## config.mk

```make
export PLATFORM = sky130hd
export DESIGN_NAME = mac_result_drain_flat
export DESIGN_NICKNAME = d
export VERILOG_FILES = /design/src/rtl/mac_pkg.sv /design/src/rtl/mac_result_drain_if.sv /design/src/rtl/mac_drain_buffer.sv /design/src/rtl/mac_result_drain.sv /design/src/flat_wrapper.sv
export SDC_FILE = /design/constraint.sdc
export NUM_CORES = 1
export LEC_CHECK = 0
export CORE_AREA = 3 3 252 254
export DETAILED_ROUTE_END_ITERATION = 8
export DIE_AREA = 0 0 255 257
export PLACE_DENSITY = 0.78
export SLEW_MARGIN = 20
export SYNTH_ARGS = -nofsm -noshare
export SYNTH_HDL_FRONTEND = slang
export SYNTH_SLANG_ARGS = --single-unit
export TNS_END_PERCENT = 50
```

## constraint.sdc

```tcl
create_clock -name clk_i -period 5.5 [get_ports clk_i]
set_input_delay 1.1 -clock clk_i [delete_from_list [all_inputs] [get_ports clk_i]]
set_output_delay 1.1 -clock clk_i [all_outputs]
set_load 0.005 [all_outputs]
```

## src/rtl/mac_pkg.sv

```systemverilog
// Shared types for the MAC result path: result word, drain FSM states, index width helper.
package mac_pkg;

  typedef logic signed [31:0] mac_word_t;

  typedef enum logic {
    IDLE,
    DRAIN
  } drain_state_e;

  // Row index width, never narrower than one bit so M=1 still has a port.
  function automatic int idx_w(input int m);
    return (m > 1) ? $clog2(m) : 1;
  endfunction

endpackage

```

## src/rtl/mac_result_drain_if.sv

```systemverilog
// Matrix-in / row-out handshake bundle between the MAC, the drain and the writeback path.
interface mac_result_drain_if #(
  parameter int M = 4,
  parameter int N = 4
) ();
  import mac_pkg::*;

  localparam int RW = idx_w(M);

  mac_word_t [M-1:0][N-1:0] D_in;
  logic                     valid_in;
  logic                     ready_in;
  mac_word_t [N-1:0]        row_out;
  logic [RW-1:0]            row_idx_out;
  logic                     last_out;
  logic                     valid_out;
  logic                     ready_out;

  modport master (
    output D_in, valid_in, ready_out,
    input  ready_in, row_out, row_idx_out, last_out, valid_out
  );

  modport slave (
    input  D_in, valid_in, ready_out,
    output ready_in, row_out, row_idx_out, last_out, valid_out
  );

endinterface

```

## src/rtl/mac_drain_buffer.sv

```systemverilog
// M x N result register array: whole-matrix load, combinational row select from stored state.
module mac_drain_buffer
  import mac_pkg::*;
#(
  parameter int M  = 4,
  parameter int N  = 4,
  parameter int RW = 2
) (
  input  logic                     clk_i,
  input  logic                     rst_ni,
  input  logic                     load,
  input  mac_word_t [M-1:0][N-1:0] d,
  input  logic [RW-1:0]            row_sel,
  output mac_word_t [N-1:0]        row_q
);

  mac_word_t [M-1:0][N-1:0] mem_q;

  always_ff @(posedge clk_i or negedge rst_ni) begin
    if (!rst_ni) begin
      mem_q <= '0;
    end else if (load) begin
      mem_q <= d;
    end
  end

  assign row_q = mem_q[row_sel];

endmodule

```

## src/rtl/mac_result_drain.sv

```systemverilog
// Buffers a whole MAC result matrix and streams it out one row per beat (MAC_DRAIN_DOUBLE_BUF_EN adds a shadow buffer).
// Latency: row 0 valid the cycle after the matrix is accepted; one row per cycle with ready_out high.
// Backpressure: rows held stable while ready_out is low; ready_in comes only from registered state.
module mac_result_drain
  import mac_pkg::*;
#(
  parameter int M = 4,
  parameter int N = 4
) (
  input  logic              clk_i,
  input  logic              rst_ni,
  mac_result_drain_if.slave bus
);

  localparam int            RW   = idx_w(M);
  localparam logic [RW-1:0] LAST = RW'(M - 1);

  drain_state_e  state_q, state_d;
  logic [RW-1:0] row_cnt_q, row_cnt_d;
  logic          acc, emit, last_beat;

  assign acc       = bus.valid_in && bus.ready_in;
  assign emit      = bus.valid_out && bus.ready_out;
  assign last_beat = emit && (row_cnt_q == LAST);

`ifdef MAC_DRAIN_DOUBLE_BUF_EN
  // Ping-pong pair: rd_sel_q marks the buffer being drained, the other is the shadow.
  logic              shadow_full_q, shadow_full_d;
  logic              rd_sel_q, rd_sel_d, wr_sel;
  mac_word_t [N-1:0] row_a, row_b;

  assign bus.ready_in = rst_ni && !shadow_full_q;
  assign wr_sel       = (state_q == IDLE) ? rd_sel_q : !rd_sel_q;

  mac_drain_buffer #(.M(M), .N(N), .RW(RW)) u_buf_a (
    .clk_i   (clk_i),
    .rst_ni  (rst_ni),
    .load    (acc && !wr_sel),
    .d       (bus.D_in),
    .row_sel (row_cnt_q),
    .row_q   (row_a)
  );

  mac_drain_buffer #(.M(M), .N(N), .RW(RW)) u_buf_b (
    .clk_i   (clk_i),
    .rst_ni  (rst_ni),
    .load    (acc && wr_sel),
    .d       (bus.D_in),
    .row_sel (row_cnt_q),
    .row_q   (row_b)
  );

  assign bus.row_out = rd_sel_q ? row_b : row_a;
`else
  assign bus.ready_in = rst_ni && (state_q == IDLE);

  mac_drain_buffer #(.M(M), .N(N), .RW(RW)) u_buf (
    .clk_i   (clk_i),
    .rst_ni  (rst_ni),
    .load    (acc),
    .d       (bus.D_in),
    .row_sel (row_cnt_q),
    .row_q   (bus.row_out)
  );
`endif

  assign bus.valid_out   = (state_q == DRAIN);
  assign bus.last_out    = (state_q == DRAIN) && (row_cnt_q == LAST);
  assign bus.row_idx_out = row_cnt_q;

  always_comb begin
    state_d   = state_q;
    row_cnt_d = row_cnt_q;
`ifdef MAC_DRAIN_DOUBLE_BUF_EN
    shadow_full_d = shadow_full_q;
    rd_sel_d      = rd_sel_q;
`endif
    case (state_q)
      IDLE: begin
        if (acc) begin
          state_d   = DRAIN;
          row_cnt_d = '0;
        end
      end
      DRAIN: begin
        if (last_beat) begin
          row_cnt_d = '0;
`ifdef MAC_DRAIN_DOUBLE_BUF_EN
          // A waiting or simultaneously arriving matrix becomes the drained one with no bubble.
          if (shadow_full_q || acc) begin
            rd_sel_d      = !rd_sel_q;
            shadow_full_d = 1'b0;
          end else begin
            state_d = IDLE;
          end
`else
          state_d = IDLE;
`endif
        end else if (emit) begin
          row_cnt_d = row_cnt_q + RW'(1);
        end
`ifdef MAC_DRAIN_DOUBLE_BUF_EN
        if (acc && !last_beat) begin
          shadow_full_d = 1'b1;
        end
`endif
      end
      default: begin
        state_d   = IDLE;
        row_cnt_d = '0;
      end
    endcase
  end

  always_ff @(posedge clk_i or negedge rst_ni) begin
    if (!rst_ni) begin
      state_q   <= IDLE;
      row_cnt_q <= '0;
`ifdef MAC_DRAIN_DOUBLE_BUF_EN
      shadow_full_q <= 1'b0;
      rd_sel_q      <= 1'b0;
`endif
    end else begin
      state_q   <= state_d;
      row_cnt_q <= row_cnt_d;
`ifdef MAC_DRAIN_DOUBLE_BUF_EN
      shadow_full_q <= shadow_full_d;
      rd_sel_q      <= rd_sel_d;
`endif
    end
  end

endmodule

```

## src/flat_wrapper.sv

```systemverilog
// flat-port wrapper written by rule: the top's interface ports become plain ports
module mac_result_drain_flat import mac_pkg::*;
#(
  parameter int M = 4,
  parameter int N = 4
)
  (clk_i, rst_ni, bus_D_in, bus_valid_in, bus_ready_out, bus_ready_in, bus_row_out, bus_row_idx_out, bus_last_out, bus_valid_out);
  mac_result_drain_if #(.M(M), .N(N)) bus_i ();
  input  logic clk_i;
  input  logic rst_ni;
  input wire logic [$bits(bus_i.D_in)-1:0] bus_D_in;
  input wire logic [$bits(bus_i.valid_in)-1:0] bus_valid_in;
  input wire logic [$bits(bus_i.ready_out)-1:0] bus_ready_out;
  output wire logic [$bits(bus_i.ready_in)-1:0] bus_ready_in;
  output wire logic [$bits(bus_i.row_out)-1:0] bus_row_out;
  output wire logic [$bits(bus_i.row_idx_out)-1:0] bus_row_idx_out;
  output wire logic [$bits(bus_i.last_out)-1:0] bus_last_out;
  output wire logic [$bits(bus_i.valid_out)-1:0] bus_valid_out;
  assign bus_i.D_in = bus_D_in;
  assign bus_i.valid_in = bus_valid_in;
  assign bus_i.ready_out = bus_ready_out;
  assign bus_ready_in = bus_i.ready_in;
  assign bus_row_out = bus_i.row_out;
  assign bus_row_idx_out = bus_i.row_idx_out;
  assign bus_last_out = bus_i.last_out;
  assign bus_valid_out = bus_i.valid_out;
  mac_result_drain #(.M(M), .N(N)) u_core (.clk_i(clk_i), .rst_ni(rst_ni), .bus(bus_i));
endmodule
```

=== Word-level counts from Yosys, hierarchy flattened ===
Cells that the tools add are included.

* Add/subtract/negate cells: 1
* Magnitude comparators: 1
* Equal/unequal tests: 3
* Multiplexer cells: 9
* Bitwise logic cells: 1
* Reductions and logical operators: 6

{| class="wikitable"
|+ Operators by type and width
! cell !! count
|-
| 128-bit binary-select mux with 2-bit select || 1
|-
| 128-bit two-way mux || 1
|-
| 2-bit two-way mux || 3
|-
| 1-bit logical AND || 5
|-
| 2-bit case mux with 2 select lines || 1
|-
| 2-bit by 3-bit less-than comparator with 1-bit output, second input constant || 1
|-
| 3-bit != test, second input constant || 1
|-
| 2-bit by 1-bit adder with 2-bit output, second input constant || 1
|-
| 2-bit == test, second input constant || 1
|-
| 1-bit two-way mux || 2
|-
| 2-bit by 1-bit != test with 1-bit output, second input constant || 1
|-
| 1-bit case mux with 2 select lines || 1
|-
| 2-bit AND reduction || 1
|-
| 1-bit NOT || 1
|}

* Flip-flop bits (word level): 515
* Input bits: 516
* Output and inout bits: 133
* Word-level logic and storage cells: 39

=== Logic depth before layout (Yosys ltp) ===
* Word-level depth: 5
* Mapped depth: 5
* Gate-level depth less buffers: 3

=== Modules after synthesis ===
From an unflattened synthesis, not the netlist that was laid out.

* Cell total of the unflattened synthesis: 1257
* Area, all modules: 22352.7 µm²

{| class="wikitable"
|+ By module, submodules not included
! module !! times used !! cells an instance !! area an instance (µm²) !! seq. area each (µm²)
|-
| mac_drain_buffer || 1 || 1237 || 22180.0 || 12812.3
|-
| mac_result_drain || 1 || 20 || 172.7 || 75.1
|}

=== Least setup slack after synthesis ===
OpenSTA, ideal clock, no wires.

* Path type: flip-flop to output port
* From: reg u_core.row_cnt_q[0] (netlist: u_core.bus.row_idx_out[0])
* To: out bus_row_out[22]
* Data arrival time: 1.506 ns
* Data required time: 4.400 ns
* Path slack: 2.894 ns
* Stages on the path, launching flop included: 5
* Buffers on the path: 3
* Cell sequence: dfrtp_1 -> clkbuf_1 -> buf_2 -> buf_2 -> mux4_2

* Longest elaborated chain between the ends: 2

{| class="wikitable"
|+ Ends and longest elaborated chain
! item !! line !! text
|-
| from (decl) || mac_result_drain.sv:19 || <nowiki>logic [RW-1:0] row_cnt_q, row_cnt_d;</nowiki>
|-
| from (signal assigned) || mac_result_drain.sv:125 || <nowiki>row_cnt_q <= row_cnt_d;</nowiki>
|-
| 128-bit binary-select mux with 2-bit select || mac_drain_buffer.sv:27 || <nowiki>assign row_q = mem_q[row_sel];</nowiki>
|-
| 128-bit two-way mux (not written as such) || mac_drain_buffer.sv:27 ||
|-
| to (decl) || flat_wrapper.sv:15 || <nowiki>output wire logic [$bits(bus_i.row_out)-1:0] bus_row_out;</nowiki>
|}

Every way passes these cells. The select of a mux whose other input is x is not followed.

=== Worst setup path in the final report ===
* From: reg u_core.row_cnt_q[1] (netlist: u_core.bus.row_idx_out[1])
* To: out bus_row_out[117]

Same word-level chain as after synthesis.

==> impl_metrics.py <==
metrics = {
    "final_layout": {
        "multi_input_area_um2": 10500,
        "ff_latch_area_um2": 12900,
        "layout.nets": 2425,
        "area_growth_pct": 37.2,
        "drive_gt1_share_pct": 39.2,
        "nFillCells": 4807,
        "layout_commonest_cell": "clkdlybuf4s50_1",
        "layout_common_cells": "647 x clkdlybuf4s50_1, 513 x dfrtp_1, 469 x mux2_4, 128 x mux4_2, 57 x clkbuf_16",
        "final_util_pct": 53.9,
    },
    "job": {
        "maxCapViolations": 0,
    },
    "drt": {
        "ant_nets": 0,
        "drc": 0,
        "vias_per_cell": 5.03,
        "highest_layer": "met5",
        "wire_per_inst_um": 23.6,
        "firstDrtPassIters": 4,
        "routed-wl-met2_um": 32300,
        "wl_met1_um": 25500,
        "drt_iter0_markers": 654,
        "drt-total-wl_um": 65000,
        "vias": 13900,
        "route.met3.wl_um": 4900,
    },
    "power_and_ir_drop": {
        "p_seq_share_pct": 37.3,
        "swShare_pct": 27.5,
        "p_leak_uw": 0.0140,
        "intPower_uw": 13800,
        "pwr-share-comb_pct": 43.0,
        "power_frac_clock_pct": 19.7,
        "power_density_nw_per_um2": 575,
        "ir_drop_uv": 278,
        "net-switching-power_uw": 5240,
    },
    "placement": {
        "hpwl_um": 46800,
        "gp_congestion": 0.870,
        "port_buffers": 648,
    },
    "timing": {
        "rsz0062_at_grt": "no",
        "relSlewSlack_pct": 26.3,
        "fin_tns_setup_ns": 0,
        "fin_crit_sh_pct": 76.8,
        "slew_violations": 0,
        "finalSetupViolCount": 0,
        "hold_viol": 0,
        "whs_ns": 0.470,
        "period_needed_ns": 4.22,
        "worst_slew_pin_slew_ns": 1.11,
        "max_freq_mhz": 237,
        "finalClockSkew_ns": 0.0131,
    },
    "cts": {
        "cts-htree-levels": 2,
        "hold_buffers": 0,
        "cts_resized": 0,
        "numCtsBuffers": 56,
        "clk_pin_slew_ns": 0.06,
        "cts_setup_buffers": 0,
        "clockBufferDepth": 3,
        "root_buffer": "clkbuf_16",
        "clock_latency_ns": 0.58,
        "clock-sinks": 515,
        "cts_tree": "built",
    },
    "logic_synthesis": {
        "synth_seq_cells": 515,
        "syn-mean-instance-area_um2": 19.3,
        "syn_inst": 1253,
        "syn-cell-area_um2": 24200,
        "ys_types": 20,
        "yosysWarnings": 0,
        "syn-num-nets": 1770,
        "ys_seq_area_share_pct": 53.4,
    },
    "floorplanning": {
        "core_um2": 61500,
        "row_count": 91,
        "die_area_um2": 65500,
        "die_w_um": 255,
        "initial_core_util_pct": 39.3,
        "die_y_um": 257,
        "top_level_ports": 649,
    },
    "setup_path": {
        "cp-start-kind": "register",
        "crit_arrival_ns": 3.12,
        "crit_fanout": 60,
        "path_class": "register to output pin",
        "endpoint_kind": "output pin",
        "crit_required_ns": 4.40,
    },
    "grt": {
        "track_usage_pct": 19.7,
        "grt_pass1_wl_um": 98500,
        "grt_pass1_vias": 16000,
        "grt_max_degree": 153,
        "grt_overflow_total": 0,
        "antenna_found_initial": 17,
    },
    "status": {
        "status": "completed",
    },
    "hold_path": {
        "hold_path_class": "primary input to async pin",
    },
}
-- per-stage QoR --
stage          total power, uW  cells  setup WS (ns)  instance area [um^2]
5_1_grt                  20000   2752           1.09                 33100
4_1_cts                  19300   2740           1.19                 33100
3_5_place_dp             15300   2640           1.84                 31300
6_report                 19100   2755           1.28                 33100
2_1_floorplan            11800   1253           2.89                 24200
3_3_place_gp             15100   2640           1.87                 31300
-- cell type report --
cell class | instances | share of cell area, %
diodes | 15 | 0.113
clock buffers | 87 | 5.07
well taps | 790 | 2.98
multi-input cells | 652 | 31.7
clock inverters | 13 | 0.460
repair buffers | 683 | 20.8
flip-flops and latches | 515 | 38.9
-- logic make-up after synthesis --
family | Yosys count | share of synthesized area [%]
AO/OA/AOI/OAI | 3 | 0.104
adder cells (fa/ha/maj) | 1 | 0.0518
buffers and inverters | 86 | 3.18
flip-flops | 515 | 53.4
multiplexers | 640 | 43.1
AND/OR/NAND/NOR | 8 | 0.223
-- state kept, by name, indices dropped and copies added, names as in the netlist --
signal / cells
u_core.bus.row_idx_out: 2
u_core.u_buf.mem_q: 512
u_core.bus.valid_out: 1
-- power by group through the flow --
stage	Combinational (uW)	Sequential [uW]	Clock, uW
after CTS	8290	7110	3850
after detailed placement	8210	7120	0
final	8200	7110	3760
after floorplan	5330	6420	0
after global routing	8670	7350	4020
after global placement	8070	7010	0
-- per-layer routing --
layer	track usage, %	up-vias
li1	-	5995
met1	23.8	7230
met2	32.9	499
met3	5.75	131
met4	7.82	8
met5	0	-
-- cells in the mapped netlist --
cell type,n,area (um^2)
nor4bb_1,1,10.0
mux4_2,128,2880
a21o_1,1,7.51
and2b_1,1,7.51
buf_2,16,80.1
buf_4,4,30.0
nand2_1,2,7.51
and3b_1,1,8.76
mux2_4,469,7040
mux2_2,43,484
buf_1,8,30.0
dfrtp_1,515,12900
ha_1,1,12.5
nand3b_1,1,7.51
clkbuf_1,5,18.8
buf_6,50,563
a31o_2,2,17.5
and2_1,1,6.26
buf_8,3,45.0
and3_1,1,6.26
-- worst paths after layout --
kind                       slack (ns)                 endpoint                       from  cells after the start
max                              1.28         bus_row_out[117]  u_core.bus.row_idx_out[1]                      3
min                              0.47  u_core.u_buf.mem_q[507]                     rst_ni                      1
max reg2reg                      2.88  u_core.u_buf.mem_q[428]       u_core.bus.valid_out                      4
min reg2reg                      0.50  u_core.u_buf.mem_q[463]    u_core.u_buf.mem_q[463]                      1
max in group asynchronous        3.06   u_core.u_buf.mem_q[77]                     rst_ni                      3
min in group clk_i               0.50  u_core.u_buf.mem_q[463]    u_core.u_buf.mem_q[463]                      1
-- worst max-delay path: stages, from the launching register on --
cell	delay, ns
dfrtp_4	1.13
buf_4	0.45
mux4_2	0.39
clkdlybuf4s50_1	0.47
No activity file was read; power rests on OpenSTA's default activity.
